### src/rtl/pipe_pkg.sv
// rtl/pipe_pkg.sv - shared fetch/decode types and constants
package pipe_pkg;

  localparam int PIPE_W = 32;

  typedef struct packed {
    logic [PIPE_W-1:0] pc;
    logic [PIPE_W-1:0] instr;
  } if_entry_t;

  localparam logic [31:0] NOP_INSTR = 32'h0;
  localparam int          PC_STEP   = 4;

  // Fill level of the fetch queue, derived from the entry count
  typedef enum logic [1:0] {
    FILL_EMPTY,
    FILL_PARTIAL,
    FILL_FULL
  } fill_t;

endpackage

### src/rtl/sat_counter.sv
// rtl/sat_counter.sv - saturating up-counter with synchronous clear
module sat_counter #(
  parameter int CNT_W = 16
) (
  input  logic             clk,
  input  logic             clr,
  input  logic             inc,
  output logic [CNT_W-1:0] value
);

  always_ff @(posedge clk) begin
    if (clr) begin
      value <= '0;
    end else if (inc && (value != {CNT_W{1'b1}})) begin
      value <= value + CNT_W'(1);
    end
  end

endmodule

### src/rtl/if_id_buffer.sv
// rtl/if_id_buffer.sv - fetch-to-decode queue with PC back-pressure, flush and stall/flush statistics
module if_id_buffer
  import pipe_pkg::*;
#(
  parameter int DEPTH = 2,
  parameter int WIDTH = 32,
  parameter int CNT_W = 16
) (
  input  logic                       clk,
  input  logic                       rst,
  input  logic [WIDTH-1:0]           PCVal,
  input  logic [WIDTH-1:0]           instr,
  input  logic                       fetchValid,
  input  logic                       decodeReady,
  input  logic                       flush,
  output logic                       holdPC,
  output logic                       IDvalid,
  output logic [WIDTH-1:0]           IDinstr,
  output logic [WIDTH-1:0]           IDpc,
  output logic [WIDTH-1:0]           IDpc4,
  output logic [$clog2(DEPTH):0]     occupancy,
  output logic [CNT_W-1:0]           stallCount,
  output logic [CNT_W-1:0]           flushCount
);

  localparam int PW = $clog2(DEPTH);
  localparam int CW = PW + 1;

  logic [WIDTH-1:0] pc_mem    [DEPTH];
  logic [WIDTH-1:0] instr_mem [DEPTH];

  logic [PW-1:0] wr_ptr, wr_ptr_nx;
  logic [PW-1:0] rd_ptr, rd_ptr_nx;
  logic [CW-1:0] count,  count_nx;
  fill_t         level;
  logic          push, pop;

  always_comb begin
    level = FILL_EMPTY;
    if (count == CW'(DEPTH)) begin
      level = FILL_FULL;
    end else if (count != '0) begin
      level = FILL_PARTIAL;
    end
  end

  // A full queue refuses the push even when a pop frees a slot the same cycle
  assign push = fetchValid && (level != FILL_FULL) && !flush;
  assign pop  = (level != FILL_EMPTY) && decodeReady && !flush;

  always_comb begin
    wr_ptr_nx = wr_ptr;
    rd_ptr_nx = rd_ptr;
    count_nx  = count;
    if (flush) begin
      wr_ptr_nx = '0;
      rd_ptr_nx = '0;
      count_nx  = '0;
    end else begin
      if (push) wr_ptr_nx = wr_ptr + PW'(1);
      if (pop)  rd_ptr_nx = rd_ptr + PW'(1);
      case ({push, pop})
        2'b10:   count_nx = count + CW'(1);
        2'b01:   count_nx = count - CW'(1);
        default: count_nx = count;
      endcase
    end
  end

  always_ff @(posedge clk) begin
    if (rst) begin
      wr_ptr <= '0;
      rd_ptr <= '0;
      count  <= '0;
    end else begin
      wr_ptr <= wr_ptr_nx;
      rd_ptr <= rd_ptr_nx;
      count  <= count_nx;
    end
  end

  always_ff @(posedge clk) begin
    if (!rst && push) begin
      pc_mem[wr_ptr]    <= PCVal;
      instr_mem[wr_ptr] <= instr;
    end
  end

  assign holdPC    = (level == FILL_FULL);
  assign IDvalid   = (level != FILL_EMPTY);
  assign IDinstr   = IDvalid ? instr_mem[rd_ptr] : WIDTH'(NOP_INSTR);
  assign IDpc      = IDvalid ? pc_mem[rd_ptr] : '0;
  assign IDpc4     = IDvalid ? (pc_mem[rd_ptr] + WIDTH'(PC_STEP)) : '0;
  assign occupancy = count;

  sat_counter #(.CNT_W(CNT_W)) u_stall_cnt (
    .clk   (clk),
    .clr   (rst),
    .inc   (holdPC),
    .value (stallCount)
  );

  sat_counter #(.CNT_W(CNT_W)) u_flush_cnt (
    .clk   (clk),
    .clr   (rst),
    .inc   (flush),
    .value (flushCount)
  );

endmodule
### config.mk
export PLATFORM = sky130hd
export DESIGN_NAME = if_id_buffer
export DESIGN_NICKNAME = d
export VERILOG_FILES = /design/src/rtl/pipe_pkg.sv /design/src/rtl/sat_counter.sv /design/src/rtl/if_id_buffer.sv
export SDC_FILE = /design/constraint.sdc
export NUM_CORES = 1
export LEC_CHECK = 0
export BUFFER_PORTS_ARGS = -buffer_cell sky130_fd_sc_hd__buf_4
export CORE_MARGIN = 5
export CORE_UTILIZATION = 48
export CTS_BUF_LIST = sky130_fd_sc_hd__clkbuf_16
export DETAILED_ROUTE_END_ITERATION = 16
export PLACE_DENSITY = 0.76
export SKIP_CTS_REPAIR_TIMING = 1
export SKIP_LAST_GASP = 1
export SLEW_MARGIN = 10
export SYNTH_ARGS = -nofsm -noshare
export SYNTH_HDL_FRONTEND = slang
export SYNTH_SLANG_ARGS = --single-unit
export TNS_END_PERCENT = 30
### constraint.sdc
create_clock -name clk -period 7.2 [get_ports clk]
set_input_delay 0.36 -clock clk [delete_from_list [all_inputs] [get_ports clk]]
set_output_delay 0.36 -clock clk [all_outputs]
set_load 0.05 [all_outputs]
==> results by group <==
Worst setup path
  – Endpoint required time on the critical path: 6.84 ns
  – Most common cell on crit path: buf_4
  – Arrival time at the worst endpoint: 3.91 ns
  – Worst-path cell chain: buf_4 -> nand3_1 -> a22oi_1 -> nand4_2 -> nor4_2 -> mux2_1 -> buf_4
  – Critical setup path kind: flop to output port
  – Critical Path Source Type: flop
  – Number of cell instances on the worst register-to-register path: 9
  – Slowest-stage cell, CP: dfxtp_4
  – Combined buffer and inverter count along the critical path: 2
  – Family with the most delay on the worst path: simple AND/OR/NAND/NOR gates
  – Reg-to-reg setup timing slack: 4.44 ns
  – Largest driver fanout on the critical path: 66
  – Startpoint of the worst register-to-register path: occupancy[0]
  – Worst path depth: 7
  – Timing endpoint of the critical path: IDpc4[25]
  – Critical Path End Type: output port
  – Reg-to-Reg End: occupancy[1]
  – Critical path's largest stage delay: 0.86 ns

Yosys
  – Post-synthesis sequential element count: 165
  – Mapped Nets: 730
  – Cells after Synth: 657
  – Share of synthesized flip-flops with an asynchronous set or reset: 0
  – Number of flops mapped to enable cells by yosys: 128
  – Fraction of post-synthesis cell area in the top cell type by area: 0.4927
  – Fraction of the mapped netlist area in compound gates: 0.05790
  – Synthesized-area fraction occupied by adder cells: 0.006415
  – Library cell with the highest instance count after synthesis: edfxtp_1
  – Cell taking the most area after synthesis: edfxtp_1
  – Post-synthesis share of cell area spent on xor and xnor gates: 0.04154
  – Top FF cell, synth: edfxtp_1
  – Top cells by area in the synthesized netlist: edfxtp_1, dfxtp_1, mux2i_1
  – Sequential fraction of the synthesis area: 0.5877
  – Most instantiated cells after synthesis: edfxtp_1, nor2_1, mux2i_1, nand2_1, nand3_1
  – Largest family of logic cells by synthesized area: simple AND/OR/NAND/NOR gates
  – Netlist cell types: 58
  – Avg Inst Size Synth: 11.87 µm²
  – Simple-gate portion of the synthesized area: 0.1852
  – Fraction of synthesized area in multiplexers: 0.09543
  – Summed instance area of the synthesized netlist: 7801 µm²
  – Synthesis Warnings: 0

Global routing
  – Remaining Overflow, GRT: 0
  – Global-route wire length before repair: 28.93 mm
  – Largest net degree at the start of global routing: 81
  – Vias in the first global route: 5616
  – Total global-route track usage: 0.1980
  – Number of antenna violations at the first check in global routing: 1

Drt
  – DRC violation total after the first TritonRoute iteration: 291
  – Routed vias: 5748
  – First-pass DRT Iterations: 4
  – Antenna Violating Nets Remaining: 0
  – Via density: 5.312
  – Final routed wirelength across all metal layers: 18.81 mm
  – Routed wirelength normalized by instance count: 17.39 µm
  – DRC viols: 0

Final layout
  – Area of all placed cells without fillers: 10100 µm²
  – Layout Nets: 926
  – Share of cells above drive strength 1: 0.3106
  – Number of diodes added for antenna fixing: 0
  – Fillers: 1273
  – Area used by multi-input combinational logic: 3044 µm²
  – Relative area change from synthesis to final layout: 29.53%
  – Storage element area: 4588 µm²

Floorplanning
  – Number of rows created at floorplan: 46
  – Die height: 137.5 µm
  – X dimension of the die: 137.5 µm
  – I/O pin total: 201
  – Total core area: 15940 µm²
  – Full die area: 18900 µm²
  – Starting Density: 0.4893

Power and ir drop
  – Total power consumption of the routed design: 2.184 mW
  – Worst voltage drop across the vdd grid: 0.1476 mV
  – Total power per unit cell area: 216.2 nW/µm²
  – Static leakage: 3.748 nW

STA
  – Count of endpoints failing hold in the final timing report: 0
  – Setup TNS: 0 ns
  – Max-slew violation count: 0
  – Setup repair after global routing missed its margin: no
  – Headroom to the max-slew limit: 0.4354
  – Final setup violation count: 0
  – Final critical-path share of the clock period: 0.5928
  – Final period demand of the worst path: 4.268 ns
  – Layout Skew: 0.008322 ns
  – Worst-Margin Slew: 0.8468 ns
  – F_max: 0.2343 GHz

Clock network
  – Clock tree root buffer cell: clkbuf_16
  – Clk sinks: 165
  – Deepest clock path buffer count: 2
  – Max H-tree Level: 4
  – Number of CTS-inserted buffers: 17
  – Clock tree from TritonCTS: yes
  – Insertion delay of the later-clocked pin in the worst-skew pair: 0.42 ns
  – CTS clock-pin slew for the worst setup and hold paths: 0.07 ns

Placed design
  – Detail Placement HPWL: 13.52 mm
  – Count of buffers from port buffering: 200
  – DP Area: 9487 µm²
  – RD Place Congestion: 0.8849

Flow run
  – Maximum Capacitance Violations: 0

Status
  – Outcome: complete, no violations

Worst hold path
  – Path category of the worst min-delay check: input pin to flop
-- metal layers --
layer  track usage  wire length [µm]  vias up
li1              -                 -     2831
met1        0.2410              7712     2767
met2        0.3387              9618      130
met3       0.06099              1185       18
met4       0.05876               274        2
met5             0                20        -
-- metrics by stage --
step / setup WS, ns / cells / utilization / hold WS [ns]
3_5_place_dp: 3.405 / 1050 / 0.5950 / 0.5152
5_1_grt: 2.641 / 1082 / 0.6338 / 0.09702
2_1_floorplan: -0.6176 / 657 / - / 0.4589
4_1_cts: 2.893 / 1082 / 0.6338 / 0.1015
6_report: 2.932 / 1082 / 0.6338 / 0.1176
3_3_place_gp: 3.477 / 1050 / 0.5950 / 0.5080
-- area by class of cell --
class | instances | share of cell area
flip-flops and latches | 165 | 0.4541
multi-input cells | 454 | 0.3013
repair buffers | 207 | 0.1538
clock buffers | 17 | 0.04210
well taps | 216 | 0.02675
clock inverters | 15 | 0.01907
inverters | 8 | 0.002972
-- flip-flops by register name, summed over array words and instances, names as in the netlist, named ones only --
name / count
instr_mem: 64
occupancy: 2
pc_mem: 64
rd_ptr: 1
u_flush_cnt.value: 16
u_stall_cnt.value: 16
wr_ptr: 1
-- cells by family (layout without fill, tap and decap cells) --
family	count (synthesis)	in the layout
buffers and inverters	38	247
multiplexers	73	73
flip-flops	165	165
XOR/XNOR	37	37
adder cells (fa/ha/maj)	4	4
AO/OA/AOI/OAI	61	61
AND/OR/NAND/NOR	279	279
-- report_power, final --
part	switching, mW	internal [mW]	total (mW)
combinational	0.125	0.0677	0.193
clock	0.382	0.556	0.939
sequential	0.0105	1.04	1.05
-- worst min path at each step --
| stage | from | to | slack (ns) | cells past startpoint |
|---|---|---|---|---|
| after floorplan | instr[0] | instr_mem[0][0] | 0.46 | 0 |
| after global placement | u_flush_cnt.value[1] | u_flush_cnt.value[1] | 0.51 | 2 |
| after detailed placement | u_flush_cnt.value[1] | u_flush_cnt.value[1] | 0.52 | 2 |
| after CTS | instr[7] | instr_mem[1][7] | 0.10 | 1 |
| after global routing | instr[14] | instr_mem[1][14] | 0.1 | 1 |
| final | instr[10] | instr_mem[1][10] | 0.12 | 1 |
-- cells in the final DEF, fill, tap and decap left out, drive strengths merged, types with 4 or more instances in the layout --
cell    synthesis  routed
a21oi          12      12
a22oi           9       9
and2            9       9
and3            7       7
buf            17     207
clkbuf         13      17
dfxtp          37      37
edfxtp        128     128
ha              4       4
inv             8      17
mux2           11      11
mux2i          62      62
nand2          40      40
nand3          39      39
nand3b         14      14
nand4          14      14
nor2          107     107
nor2b           5       5
nor3           21      21
nor4            9       9
o21ai          12      12
o31ai           6       6
o41ai           4       4
or3             4       4
xnor2          25      25
xor2           12      12
Power figures use the tool's default switching activity.
